## config.mk

```make
export PLATFORM = sky130hd
export DESIGN_NAME = mdio_master_flat
export DESIGN_NICKNAME = d
export VERILOG_FILES = /design/src/rtl/mdio_pkg.sv /design/src/rtl/mdio_master_if.sv /design/src/rtl/mdio_clk_gen.sv /design/src/rtl/mdio_master.sv /design/src/flat_wrapper.sv
export SDC_FILE = /design/constraint.sdc
export NUM_CORES = 1
export LEC_CHECK = 0
export CAP_MARGIN = 20
export CORE_MARGIN = 3
export CORE_UTILIZATION = 30
export DETAILED_ROUTE_END_ITERATION = 6
export GPL_TIMING_DRIVEN = 0
export PLACE_DENSITY_LB_ADDON = 0.05
export SLEW_MARGIN = 20
export SYNTH_ARGS = -nofsm -noshare
export SYNTH_HDL_FRONTEND = slang
export SYNTH_SLANG_ARGS = --single-unit
```

## constraint.sdc

```tcl
create_clock -name clk -period 2.95 [get_ports clk]
set_input_delay 0.7375 -clock clk [delete_from_list [all_inputs] [get_ports clk]]
set_output_delay 0.7375 -clock clk [all_outputs]
set_load 0.005 [all_outputs]
```

## src/rtl/mdio_pkg.sv

```systemverilog
`default_nettype none
// +--------------------------------------------------------------------------+
// | mdio_pkg : Clause 22 frame constants, FSM states and frame-builder helper |
// | Revision : 1.0                                                            |
// +--------------------------------------------------------------------------+
package mdio_pkg;

  localparam int ADDR_W   = 5;
  localparam int DATA_W   = 16;

  localparam logic [1:0] MDIO_ST    = 2'b01;
  localparam logic [1:0] MDIO_OP_WR = 2'b01;
  localparam logic [1:0] MDIO_OP_RD = 2'b10;
  localparam logic [1:0] MDIO_TA_WR = 2'b10;

  localparam int PRE_LEN  = 32;
  localparam int HDR_LEN  = 14;
  localparam int DATA_LEN = 16;

  typedef enum logic [2:0] {
    ST_IDLE = 3'd0,
    ST_PRE  = 3'd1,
    ST_HDR  = 3'd2,
    ST_TA   = 3'd3,
    ST_DATA = 3'd4,
    ST_DONE = 3'd5
  } mdio_state_e;

  // Everything after the preamble, MSB first; reads never drive the TA/DATA part.
  function automatic logic [31:0] mdio_frame(
    input logic [1:0]        op,
    input logic [ADDR_W-1:0] phy,
    input logic [ADDR_W-1:0] reg_a,
    input logic [DATA_W-1:0] data
  );
    return {MDIO_ST, op, phy, reg_a, MDIO_TA_WR, data};
  endfunction

endpackage
`default_nettype wire

```

## src/rtl/mdio_master_if.sv

```systemverilog
`default_nettype none
// +--------------------------------------------------------------------------+
// | mdio_master_if : register-access request bus between sequencer and MDIO  |
// | Revision       : 1.0                                                     |
// +--------------------------------------------------------------------------+
interface mdio_master_if;
  import mdio_pkg::*;

  logic              wren;
  logic              rden;
  logic [ADDR_W-1:0] phy_add;
  logic [ADDR_W-1:0] reg_add;
  logic [DATA_W-1:0] wr_data;
  logic              busy;
  logic [DATA_W-1:0] rd_data;
  logic              rd_valid;
  logic              ta_err;

  modport master (
    output wren, rden, phy_add, reg_add, wr_data,
    input  busy, rd_data, rd_valid, ta_err
  );

  modport slave (
    input  wren, rden, phy_add, reg_add, wr_data,
    output busy, rd_data, rd_valid, ta_err
  );
endinterface
`default_nettype wire

```

## src/rtl/mdio_clk_gen.sv

```systemverilog
`default_nettype none
// +--------------------------------------------------------------------------+
// | mdio_clk_gen : MDC divider, low half first, with bit-boundary strobes    |
// | Revision     : 1.0                                                       |
// +--------------------------------------------------------------------------+
module mdio_clk_gen #(
  parameter int CLK_DIV = 10
) (
  input  logic clk,
  input  logic rst,
  input  logic en,
  output logic mdc,
  output logic fall_stb,
  output logic samp_stb
);

  localparam int            CNT_W    = $clog2(2 * CLK_DIV);
  localparam logic [CNT_W-1:0] C_LAST = CNT_W'(2 * CLK_DIV - 1);
  localparam logic [CNT_W-1:0] C_HALF = CNT_W'(CLK_DIV);

  logic [CNT_W-1:0] cnt_q, cnt_d;
  logic             mdc_q, mdc_d;

  // Position within the bit period; held at zero while idle so the first bit
  // after a capture starts its low half on the capture edge.
  always_comb begin
    cnt_d = '0;
    if (en && (cnt_q != C_LAST)) begin
      cnt_d = cnt_q + 1'b1;
    end
    mdc_d = (cnt_d >= C_HALF);
  end

  always_ff @(posedge clk or posedge rst) begin
    if (rst) begin
      cnt_q <= '0;
      mdc_q <= 1'b0;
    end else begin
      cnt_q <= cnt_d;
      mdc_q <= mdc_d;
    end
  end

  assign mdc      = mdc_q;
  assign fall_stb = en & (cnt_q == C_LAST);
  assign samp_stb = en & (cnt_q == C_LAST);

endmodule
`default_nettype wire

```

## src/rtl/mdio_master.sv

```systemverilog
`default_nettype none
// +--------------------------------------------------------------------------+
// | mdio_master : Clause 22 MDIO master turning single-cycle requests into   |
// |               serial MDC/MDIO read and write frames. Revision : 1.0      |
// +--------------------------------------------------------------------------+
module mdio_master
  import mdio_pkg::*;
#(
  parameter int CLK_DIV     = 10,
  parameter bit PREAMBLE_EN = 1'b1
) (
  input  logic         clk,
  input  logic         rst,
  mdio_master_if.slave bus,
  output logic         mdc,
  output logic         mdio_o,
  output logic         mdio_oe,
  input  logic         mdio_i
);

  mdio_state_e       state_q, state_d;
  logic [5:0]        bit_cnt_q, bit_cnt_d;
  logic [31:0]       tx_q, tx_d;
  logic [DATA_W-1:0] rx_q, rx_d;
  logic              is_rd_q, is_rd_d;
  logic              ta_bad_q, ta_bad_d;
  logic              busy_q, busy_d;
  logic [DATA_W-1:0] rd_data_q, rd_data_d;
  logic              rd_valid_q, rd_valid_d;
  logic              ta_err_q, ta_err_d;
  logic              mdio_o_q, mdio_o_d;
  logic              mdio_oe_q, mdio_oe_d;
  logic              sync1_q, sync2_q;

  logic              fall_stb;
  logic              samp_stb;
  logic              capture;
  logic              bit_start;

  mdio_clk_gen #(
    .CLK_DIV (CLK_DIV)
  ) u_clk_gen (
    .clk      (clk),
    .rst      (rst),
    .en       (busy_q),
    .mdc      (mdc),
    .fall_stb (fall_stb),
    .samp_stb (samp_stb)
  );

  always_comb begin
    state_d    = state_q;
    bit_cnt_d  = bit_cnt_q;
    tx_d       = tx_q;
    rx_d       = rx_q;
    is_rd_d    = is_rd_q;
    ta_bad_d   = ta_bad_q;
    busy_d     = busy_q;
    rd_data_d  = rd_data_q;
    rd_valid_d = 1'b0;
    ta_err_d   = ta_err_q;
    mdio_o_d   = mdio_o_q;
    mdio_oe_d  = mdio_oe_q;
    capture    = (bus.wren | bus.rden) & ~busy_q;
    bit_start  = 1'b0;

    if (samp_stb && is_rd_q) begin
      if ((state_q == ST_TA) && (bit_cnt_q == '0)) begin
        ta_bad_d = sync2_q;
      end
      if (state_q == ST_DATA) begin
        rx_d = {rx_q[DATA_W-2:0], sync2_q};
      end
    end

    case (state_q)
      ST_IDLE: begin
        if (capture) begin
          bit_start = 1'b1;
          busy_d    = 1'b1;
          is_rd_d   = ~bus.wren;
          ta_bad_d  = 1'b0;
          tx_d      = mdio_frame(bus.wren ? MDIO_OP_WR : MDIO_OP_RD,
                                 bus.phy_add, bus.reg_add, bus.wr_data);
          if (PREAMBLE_EN) begin
            state_d   = ST_PRE;
            bit_cnt_d = 6'(PRE_LEN - 1);
          end else begin
            state_d   = ST_HDR;
            bit_cnt_d = 6'(HDR_LEN - 1);
          end
        end
      end
      default: begin
        if (fall_stb) begin
          bit_start = 1'b1;
          if (bit_cnt_q != '0) begin
            bit_cnt_d = bit_cnt_q - 1'b1;
          end else begin
            case (state_q)
              ST_PRE: begin
                state_d   = ST_HDR;
                bit_cnt_d = 6'(HDR_LEN - 1);
              end
              ST_HDR: begin
                state_d   = ST_TA;
                bit_cnt_d = 6'd1;
              end
              ST_TA: begin
                state_d   = ST_DATA;
                bit_cnt_d = 6'(DATA_LEN - 1);
              end
              ST_DATA: begin
                state_d   = ST_DONE;
                bit_cnt_d = 6'd0;
              end
              default: begin
                state_d = ST_IDLE;
                busy_d  = 1'b0;
                if (is_rd_q) begin
                  rd_data_d  = rx_q;
                  ta_err_d   = ta_bad_q;
                  rd_valid_d = 1'b1;
                end
              end
            endcase
          end
        end
      end
    endcase

    // Pin values for the bit that begins on this edge; the bus is released
    // during the trailing DONE period and while idle.
    if (bit_start) begin
      mdio_oe_d = 1'b1;
      mdio_o_d  = 1'b1;
      case (state_d)
        ST_PRE: begin
        end
        ST_HDR: begin
          mdio_o_d = tx_d[31];
          tx_d     = {tx_d[30:0], 1'b0};
        end
        ST_TA, ST_DATA: begin
          if (is_rd_d) begin
            mdio_oe_d = 1'b0;
          end else begin
            mdio_o_d = tx_d[31];
            tx_d     = {tx_d[30:0], 1'b0};
          end
        end
        default: begin
          mdio_oe_d = 1'b0;
        end
      endcase
    end
  end

  always_ff @(posedge clk or posedge rst) begin
    if (rst) begin
      state_q    <= ST_IDLE;
      bit_cnt_q  <= '0;
      tx_q       <= '0;
      rx_q       <= '0;
      is_rd_q    <= 1'b0;
      ta_bad_q   <= 1'b0;
      busy_q     <= 1'b0;
      rd_data_q  <= '0;
      rd_valid_q <= 1'b0;
      ta_err_q   <= 1'b0;
      mdio_o_q   <= 1'b1;
      mdio_oe_q  <= 1'b0;
      sync1_q    <= 1'b1;
      sync2_q    <= 1'b1;
    end else begin
      state_q    <= state_d;
      bit_cnt_q  <= bit_cnt_d;
      tx_q       <= tx_d;
      rx_q       <= rx_d;
      is_rd_q    <= is_rd_d;
      ta_bad_q   <= ta_bad_d;
      busy_q     <= busy_d;
      rd_data_q  <= rd_data_d;
      rd_valid_q <= rd_valid_d;
      ta_err_q   <= ta_err_d;
      mdio_o_q   <= mdio_o_d;
      mdio_oe_q  <= mdio_oe_d;
      sync1_q    <= mdio_i;
      sync2_q    <= sync1_q;
    end
  end

  assign mdio_o       = mdio_o_q;
  assign mdio_oe      = mdio_oe_q;
  assign bus.busy     = busy_q;
  assign bus.rd_data  = rd_data_q;
  assign bus.rd_valid = rd_valid_q;
  assign bus.ta_err   = ta_err_q;

endmodule
`default_nettype wire

```

## src/flat_wrapper.sv

```systemverilog
// flat-port wrapper written by rule: the top's interface ports become plain ports
module mdio_master_flat import mdio_pkg::*;
#(
  parameter int CLK_DIV     = 10,
  parameter bit PREAMBLE_EN = 1'b1
)
  (clk, rst, mdc, mdio_o, mdio_oe, mdio_i, bus_wren, bus_rden, bus_phy_add, bus_reg_add, bus_wr_data, bus_busy, bus_rd_data, bus_rd_valid, bus_ta_err);
  mdio_master_if bus_i ();
  input  logic clk;
  input  logic rst;
  output logic mdc;
  output logic mdio_o;
  output logic mdio_oe;
  input  logic mdio_i;
  input wire logic [$bits(bus_i.wren)-1:0] bus_wren;
  input wire logic [$bits(bus_i.rden)-1:0] bus_rden;
  input wire logic [$bits(bus_i.phy_add)-1:0] bus_phy_add;
  input wire logic [$bits(bus_i.reg_add)-1:0] bus_reg_add;
  input wire logic [$bits(bus_i.wr_data)-1:0] bus_wr_data;
  output wire logic [$bits(bus_i.busy)-1:0] bus_busy;
  output wire logic [$bits(bus_i.rd_data)-1:0] bus_rd_data;
  output wire logic [$bits(bus_i.rd_valid)-1:0] bus_rd_valid;
  output wire logic [$bits(bus_i.ta_err)-1:0] bus_ta_err;
  assign bus_i.wren = bus_wren;
  assign bus_i.rden = bus_rden;
  assign bus_i.phy_add = bus_phy_add;
  assign bus_i.reg_add = bus_reg_add;
  assign bus_i.wr_data = bus_wr_data;
  assign bus_busy = bus_i.busy;
  assign bus_rd_data = bus_i.rd_data;
  assign bus_rd_valid = bus_i.rd_valid;
  assign bus_ta_err = bus_i.ta_err;
  mdio_master #(.CLK_DIV(CLK_DIV), .PREAMBLE_EN(PREAMBLE_EN)) u_core (.clk(clk), .rst(rst), .bus(bus_i), .mdc(mdc), .mdio_o(mdio_o), .mdio_oe(mdio_oe), .mdio_i(mdio_i));
endmodule
```

After elaboration in Yosys (flattened, before gate mapping)
Cells that the tools add are included.
{ "word_totals": {"word_cells": 95, "regBits": 88, "in_bits": 31} }
{ "op_classes": {"bitwise_logic": 8, "n_eq_ne": 13, "reduce_logical": 15, "n_lt_le_gt_ge": 1, "mux": 40, "add_sub_neg": 2} }
{ "ops": {"columns": ["op", "count"], "rows": [
  ["$mux 32", 4],
  ["$pmux 32 s2", 1],
  ["$mux 6", 4],
  ["$pmux 6 s4", 1],
  ["$mux 1", 21],
  ["$eq 3x2->1 const B", 4],
  ["$mux 3", 4],
  ["$pmux 3 s4", 1],
  ["$reduce_bool 6->1", 2],
  ["$eq 3x1->1 const B", 2],
  ["$eq 3x3->1 const B", 2],
  ["$logic_not 6->1", 1],
  ["$sub 6x1->6 const B", 1],
  ["$add 5x1->5 const B", 1],
  ["$eq 5x5->1 const B", 1],
  ["$ge 5x4->1 const B", 1],
  ["$mux 5", 1],
  ["$ne 5x5->1 const B", 1],
  ["$not 1->1", 5],
  ["$reduce_and 5->1", 1],
  ["$ne 2x1->1 const B", 2],
  ["$pmux 1 s2", 2],
  ["$reduce_and 4->1", 1],
  ["$reduce_or 2->1", 2],
  ["other kinds (10)", 13]
]} }

Longest topological paths before layout
Gate-level depths: netlist of run 1.
{ "depth": {"depth_word": 9, "mapped_depth": 11, "depth_no_buf": 8} }

Modules after synthesis
From an unflattened synthesis of run 1, not the netlist that was laid out.
{ "unflattened": {"hier_cells": 391, "area_unflattened_um2": 4145.2} }
{ "by_module_without_submodules": {"columns": ["mod", "n_inst", "area_per_inst_um2", "cells_each"], "rows": [
  ["mdio_master", 1, 3828.7, 359],
  ["mdio_clk_gen", 1, 316.6, 32]
]} }

Least setup slack after synthesis of run 1
OpenSTA, ideal clock, no wires.
{ "synth_path": {"path_kind": "flip-flop to flip-flop", "from": "register u_core.bit_cnt_q[0]", "to": "register u_core.mdio_oe_q (netlist: u_core.mdio_oe)", "setup_ps": 71, "arrival_time_ps": 2359, "synth_period_minus_slack_ps": 2431, "setup_slack_ps": 519, "path_buffers": 0, "stages_incl_launch_ff": 9, "path_cell_list": "dfrtp_1 > inv_1 > ha_1 > or3b_1 > nor4_1 > mux2_2 > o22a_1 > o221a_2 > nor2_1"} }
{ "synth_between": {"elab_chain_cells": 7, "word_cells_on_any_way": 11} }
{ "synth_lines": {"columns": ["item", "line", "source"], "rows": [
  ["start, declared", "mdio_master.sv:22", "logic [5:0] bit_cnt_q, bit_cnt_d;"],
  ["start signal, assigned", "mdio_master.sv:177", "bit_cnt_q <= bit_cnt_d;"],
  ["$reduce_bool 6->1 *", "mdio_master.sv:97", "if (bit_cnt_q != '0) begin"],
  ["$mux 3 *", "mdio_master.sv:97", null],
  ["$mux 3 *", "mdio_master.sv:95", "if (fall_stb) begin"],
  ["$mux 3 *", "mdio_master.sv:76", "case (state_q)"],
  ["$eq 3x2->1, or another cell as far along", "mdio_master.sv:137", "case (state_d)"],
  ["$reduce_or 2->1, on equally long branches", null, null],
  ["$pmux 1 s2 *", "mdio_master.sv:137", null],
  ["end signal, assigned", "mdio_master.sv:187", "mdio_oe_q <= mdio_oe_d;"],
  ["end, declared", "mdio_master.sv:32", "logic mdio_oe_q, mdio_oe_d;"]
]} }
Mark *: on every way between the ends. The rest lies on a longest branch, timed or not.
A chain may end at the register's enable or synchronous reset.

Worst setup path in the final report of run 1
Same ends and word-level chain as after synthesis.

==> impl_metrics.csv, run 1 <==
group,metric,value,unit
cells_and_area,synthToLayoutAreaGrowth,25.3,%
cells_and_area,final_common_cell,"dfrtp_1",
yosys,synth_edf_count,0,
global_routing,grt_pass1_vias,3347,
timing,fmax,363,MHz
timing,period_share,93.5,%
cells_and_area,drive_above_1_share,17.2,%
timing,setup_tns,0,ns
worst_setup_path,crit_chain,"inv_1 -> ha_1 -> or3b_1 -> nor4_1 -> mux2_2 -> o22a_1 -> o221a_2 -> nor2_1",
cts,cts_root_buffer,"clkbuf_16",
power_and_ir_drop,p_leak,2.54,nW
worst_setup_path,reg2reg_from,"u_core.bit_cnt_q[0]",
worst_setup_path,max_stage_delay,0.58,ns
placement,routabilityCongestion,0.803,
placement,place_hpwl,7650,um
min_path,hp-class,"flip-flop to flip-flop",
yosys,synth_compound_area_share,16.4,%
yosys,yosys_warnings,0,
worst_setup_path,path_class,"flip-flop to flip-flop",
floorplan,die_area,16400,um^2
yosys,synth_adder_area_share,0.840,%
yosys,syn_inst,417,
yosys,synth.distinct_cells,56,
cts,postCtsHoldBufs,0,
detailed_routing,drc,0,
timing,drv_slew,0,
timing,relSlewSlack,52.7,%
cts,cts_buffer_depth,2,
floorplan,die-width,128,um
worst_setup_path,cp-startpoint,"u_core.bit_cnt_q[0]",
cts,cts_tree,"built",
yosys,synth_nets,451,
detailed_routing,wirelength,10400,um
global_routing,grt_pass1_wl,17400,um
timing,setup_viol,0,
cts,clock_sinks,88,
cells_and_area,diodes,0,
cts,htreeDepth,3,
global_routing,grt_max_degree,34,
flow_run,max-cap-violations,0,
detailed_routing,drtIter0Drc,144,
detailed_routing,wl_per_cell,15.5,um
floorplan,die_h,128,um
worst_setup_path,worst_path_max_delay_cell,"nor4_1",
timing,fin_crit,2.76,ns
placement,portBuffers,52,
timing,tightest_slew,0.702,ns
worst_setup_path,cp-end-kind,"flip-flop",
yosys,yosysSeqAreaShare,49.4,%
cts,insertion_delay,0.35,ns
yosys,synth_seq_cells,88,
detailed_routing,drtAntennaViolNets,0,
detailed_routing,drtPass1Iterations,4,
outcome,status,"complete, no violations",
worst_setup_path,cp_max_fo,4,
yosys,synth_xor_area_share,0.784,%
worst_setup_path,required,3.23,ns
global_routing,grtUsageTotal,13.4,%
worst_setup_path,worst_ep_arrival_time,3.04,ns
yosys,synth_top_family_by_area,"compound AO/OA/AOI/OAI gates",
worst_setup_path,cp.buffers_inverters,1,
global_routing,grt_overflow,0,
power_and_ir_drop,ir_worst_vdd,0.227,mV
yosys,synthFlopType,"dfrtp_1",
floorplan,initial_core_util,31.5,%
global_routing,antenna_found_initial,0,
yosys,synthArstFlopShare,100,%
floorplan,core_area,14200,um^2
power_and_ir_drop,pwr_density_cell,491,nW/um^2
worst_setup_path,critPathLaunchType,"flip-flop",
worst_setup_path,path_delay_family,"simple AND/OR/NAND/NOR gates",
detailed_routing,num_vias,3367,
timing,rsz0062_at_grt,"false",
power_and_ir_drop,power.total,2.75,mW
yosys,netlist_area,4470,um^2
yosys,synthMuxAreaShare,15.3,%
yosys,synth.avg_cell_area,10.7,um^2
cts,cts_buffers,9,
detailed_routing,vias_per_cell,5.00,
yosys,synth-simple-area-share,13.8,%
cells_and_area,final_cell_mix,"dfrtp_1 (85), clkdlybuf4s50_1 (52), a21oi_1 (36)",
cells_and_area,nets,523,
cts,clk_pin_slew,0.07,ns
floorplan,pin_count,53,
timing,finalHoldViolCount,0,
min_path,hold_start,"u_core.sync1_q",
floorplan,num_rows,43,
timing,skew,0.00651,ns
## layout make-up
type / instances / area [um^2]
multi-input cells: 294 / 2110
flip-flops and latches: 88 / 2210
clock inverters: 6 / 52.6
inverters: 9 / 37.5
repair buffers: 61 / 613
clock buffers: 10 / 229
plain buffers: 26 / 125
fillers: 1458 / 8600
well taps: 180 / 225
## cell families after synthesis
kind of cell	after synthesis
buffers and inverters	35
adders and majority gates	3
muxes	64
and+or+nand+nor	113
DFF	88
xor gates and xnor gates	4
AOI/OAI and AO/OA	110
## stage by stage
step	util [%]	instance area (um^2)	worst slack, ns	cells	hold slack, ns
final	39.4	5600	0.193	674	0.360
after global routing	39.4	5600	0.00111	674	0.365
after detailed placement	37.0	5260	-0.290	651	0.350
after floorplan	-	4470	0.519	417	0.345
after global placement	36.7	5220	-0.296	649	0.347
after CTS	39.0	5550	0.00544	667	0.360
## sequential cells by signal, indices dropped and copies added, names as in the netlist, 3 cells and up
| name | count |
|---|---|
| u_core.state_q | 3 |
| u_core.bit_cnt_q | 6 |
| u_core.bus.rd_data | 16 |
| u_core.tx_q | 32 |
| u_core.rx_q | 16 |
| u_core.u_clk_gen.cnt_q | 5 |
## synth_stat cells, drive strengths merged (2+ instances only)
cell | instances | area share, %
a21o | 5 | 0.84
a31oi | 2 | 0.28
nor3 | 6 | 1.0
o22ai | 3 | 0.42
o22a | 2 | 0.39
dfstp | 3 | 1.8
and2 | 3 | 0.42
nor2 | 25 | 2.1
o221a | 2 | 0.50
buf | 10 | 1.4
or2 | 4 | 0.56
a41o | 2 | 0.45
o21ai | 16 | 1.9
a211oi | 27 | 4.5
a21oi | 37 | 4.2
nand2 | 25 | 2.1
o41ai | 2 | 0.39
dfrtp | 85 | 48
o32ai | 2 | 0.39
mux2 | 34 | 8.6
nand2b | 4 | 0.56
nor2b | 23 | 3.2
mux2i | 30 | 6.7
xnor2 | 4 | 0.78
ha | 3 | 0.84
clkbuf | 16 | 1.3
nor4 | 4 | 0.56
or3 | 4 | 0.67
nand3 | 5 | 0.56
nand4 | 3 | 0.42
inv | 9 | 0.76
## per-layer routing
layer / vias up / track usage (%) / share of wire (%) / routed length [um]
met1: 1617 / 18.3 / 48 / 5020
li1: 1678 / - / - / -
met4: 0 / 5.99 / 1.5 / 157
met3: 11 / 2.50 / 3.6 / 377
met2: 61 / 20.7 / 47 / 4880
met5: - / 0 / 0 / 0
## final timing paths
check	cells after the start	endpoint	slack, ns
max in group asynchronous	3	u_core.mdio_o	1.50
min in group asynchronous	2	u_core.rx_q[5]	0.82
worst min-delay path	0	u_core.sync2_q	0.36
worst max register to register	8	u_core.mdio_oe	0.19
worst max-delay path	8	u_core.mdio_oe	0.19
worst min register to register	0	u_core.sync2_q	0.36
## timing repair
action,CTS,global route
pin swaps,0,1
endpoints found under the setup margin,10,31
setup buffers,0,7
resized for setup,1,4
## report_power, final
part,leakage (nW),switching [mW],internal [mW]
sequential,1.13,0.0532,1.29
combinational,1.28,0.148,0.175
clock,0.131,0.504,0.583
total,2.54,0.705,2.04
Power figures use the tool's default switching activity.
==> run 2: changes to the inputs <==
--- a/config.mk
+++ b/config.mk
@@ -7,7 +7,7 @@
 export LEC_CHECK = 0
 export CAP_MARGIN = 20
 export CORE_MARGIN = 3
-export CORE_UTILIZATION = 30
+export CORE_UTILIZATION = 50
 export DETAILED_ROUTE_END_ITERATION = 6
 export GPL_TIMING_DRIVEN = 0
 export PLACE_DENSITY_LB_ADDON = 0.05
==> run 2 against run 1 <==
Net effect: clock skew grew 0.0011 ns; design area shrank 2.6%; combinational power is essentially flat; critical path type is now input port to flip-flop; clock power is essentially flat.
==> impl_metrics.csv, run 2 (synthesis gave the netlist of run 1 again) <==
group,metric,value,unit
timing,holdWs,0.369,ns
cts,clk_pin_slew,0.09,ns
timing,rsz0062_at_grt,"false",
floorplan,die_area,10100,um^2
detailed_routing,wirelength,9560,um
power_and_ir_drop,power.total,2.76,mW
floorplan,num_rows,33,
floorplan,die-width,101,um
floorplan,die_h,101,um
global_routing,grt_max_degree,34,
timing,fmax,357,MHz
cells_and_area,diodes,0,
detailed_routing,wl_per_cell,16.1,um
timing,finalHoldViolCount,0,
detailed_routing,drtAntennaViolNets,0,
worst_setup_path,critPathLaunchType,"input port",
placement,portBuffers,52,
min_path,hold-path-endpoint,"u_core.sync2_q",
global_routing,antenna_found_initial,0,
placement,routabilityCongestion,0.922,
cells_and_area,final_cells,593,
cells_and_area,largest_reg_flops,32,
worst_setup_path,r2r_slack,0.29,ns
min_path,whs_path_depth,0,
min_path,hold_start,"u_core.sync1_q",
cells_and_area,final_cell_mix,"dfrtp_1 (85), clkdlybuf4s50_1 (52), a21oi_1 (36)",
global_routing,grtUsageTotal,20.3,%
worst_setup_path,required,3.17,ns
cts,cts_buffers,9,
detailed_routing,vias_per_cell,5.75,
cts,clock_sinks,88,
cts,cts_root_buffer,"clkbuf_8",
cts,htreeDepth,3,
worst_setup_path,reg2reg_from,"u_core.bit_cnt_q[0]",
detailed_routing,num_vias,3411,
global_routing,grt_pass1_vias,3389,
timing,setup_viol,0,
timing,skew,0.00760,ns
floorplan,core_area,8460,um^2
detailed_routing,drtIter0Drc,179,
global_routing,grt_overflow,0,
placement,dp.cells,576,
min_path,hp-class,"flip-flop to flip-flop",
worst_setup_path,worst_ep_arrival_time,3.01,ns
power_and_ir_drop,ir_worst_vdd,0.377,mV
placement,place_hpwl,7010,um
cells_and_area,fillers,679,
floorplan,pin_count,53,
cells_and_area,synthToLayoutAreaGrowth,22.1,%
timing,fin_crit,2.80,ns
worst_setup_path,r2r-end,"u_core.tx_q[22]",
timing,tightest_slew,0.676,ns
cts,insertion_delay,0.36,ns
cells_and_area,drive_above_1_share,16.4,%
power_and_ir_drop,p_leak,2.51,nW
timing,relSlewSlack,54.5,%
cells_and_area,largest_register,"u_core.tx_q",
cts,cts_tree,"built",
power_and_ir_drop,pwr_density_cell,505,nW/um^2
worst_setup_path,reg2regPathDepth,10,
global_routing,grt_pass1_wl,16300,um
worst_setup_path,path_class,"input port to flip-flop",
timing,drv_slew,0,
cells_and_area,nets,518,
worst_setup_path,cp-end-kind,"flip-flop",
worst_setup_path,cp_max_fo,10,
cts,cts_buffer_depth,2,
timing,period_share,94.8,%
cells_and_area,final_common_cell,"dfrtp_1",
detailed_routing,drtPass1Iterations,4,
outcome,status,"complete, no violations",
floorplan,initial_core_util,52.8,%
detailed_routing,drc,0,
flow_run,max-cap-violations,0,
run 2: layer usage:
layer  GRT usage, %  vias up  share of wire, %
met5              0        -                 0
met4           6.53        0               1.3
met2           32.0       87                47
met3           4.50       10               4.7
li1               -     1656                 -
met1           27.9     1658                47
run 2: repair_timing:
action                                  in CTS  in global routing
buffers inserted                             0                  2
gates resized for setup                      1                  3
pin swaps                                    0                  1
endpoints found under the setup margin       7                 30
hold buffers                                 0                  0
run 2: where the power goes:
group	internal, mW	leakage, nW	switching, mW	total [mW]
clock network	0.653	0.132	0.437	1.09
registers	1.29	1.13	0.0566	1.34
logic	0.176	1.25	0.150	0.326
total	2.11	2.51	0.644	2.76
run 2: final cells by class:
cell class / instances / area (um^2) / area share [%]
Sequential cell: 88 / 2210 / 40.4
Multi-Input combinational cell: 294 / 2120 / 38.8
Timing Repair Buffer: 56 / 576 / 10.5
Clock inverter: 6 / 140 / 2.57
Tap cell: 105 / 131 / 2.41
Clock buffer: 9 / 124 / 2.27
Buffer: 26 / 124 / 2.27
Inverter: 9 / 37.5 / 0.688
run 2: worst max-delay path, stage by stage:
cell             delay, ns
clkdlybuf4s50_1       0.59
nor2_1                0.13
nor3_4                0.46
a21oi_2               0.17
or2_1                 0.26
clkbuf_1              0.11
buf_6                 0.16
buf_6                 0.16
mux2i_1               0.15
a21oi_1               0.09
run 2: through the flow:
| step | cell area, um^2 | utilization, % | setup TNS (ns) | worst slack [ns] |
|---|---|---|---|---|
| finish | 5460 | 64.5 | 0 | 0.152 |
| global route | 5460 | 64.5 | 0 | 0.0354 |
| CTS | 5430 | 64.2 | 0 | 0.0964 |
| detailed placement | 5160 | 61.0 | -2.34 | -0.172 |
| global placement | 5120 | 60.5 | -2.21 | -0.165 |
| floorplan | 4470 | - | 0 | 0.519 |
run 2: worst max path at each step:
stage | startpoint | to | slack, ns | cells past startpoint
global placement | bus_wren | u_core.tx_q[26] | -0.16 | 10
detailed placement | bus_wren | u_core.tx_q[22] | -0.17 | 10
CTS | u_core.bit_cnt_q[0] | u_core.tx_q[22] | 0.1 | 10
floorplan | u_core.bit_cnt_q[0] | u_core.mdio_oe | 0.52 | 8
global route | bus_wren | u_core.tx_q[22] | 0.04 | 10
finish | bus_wren | u_core.tx_q[22] | 0.15 | 10
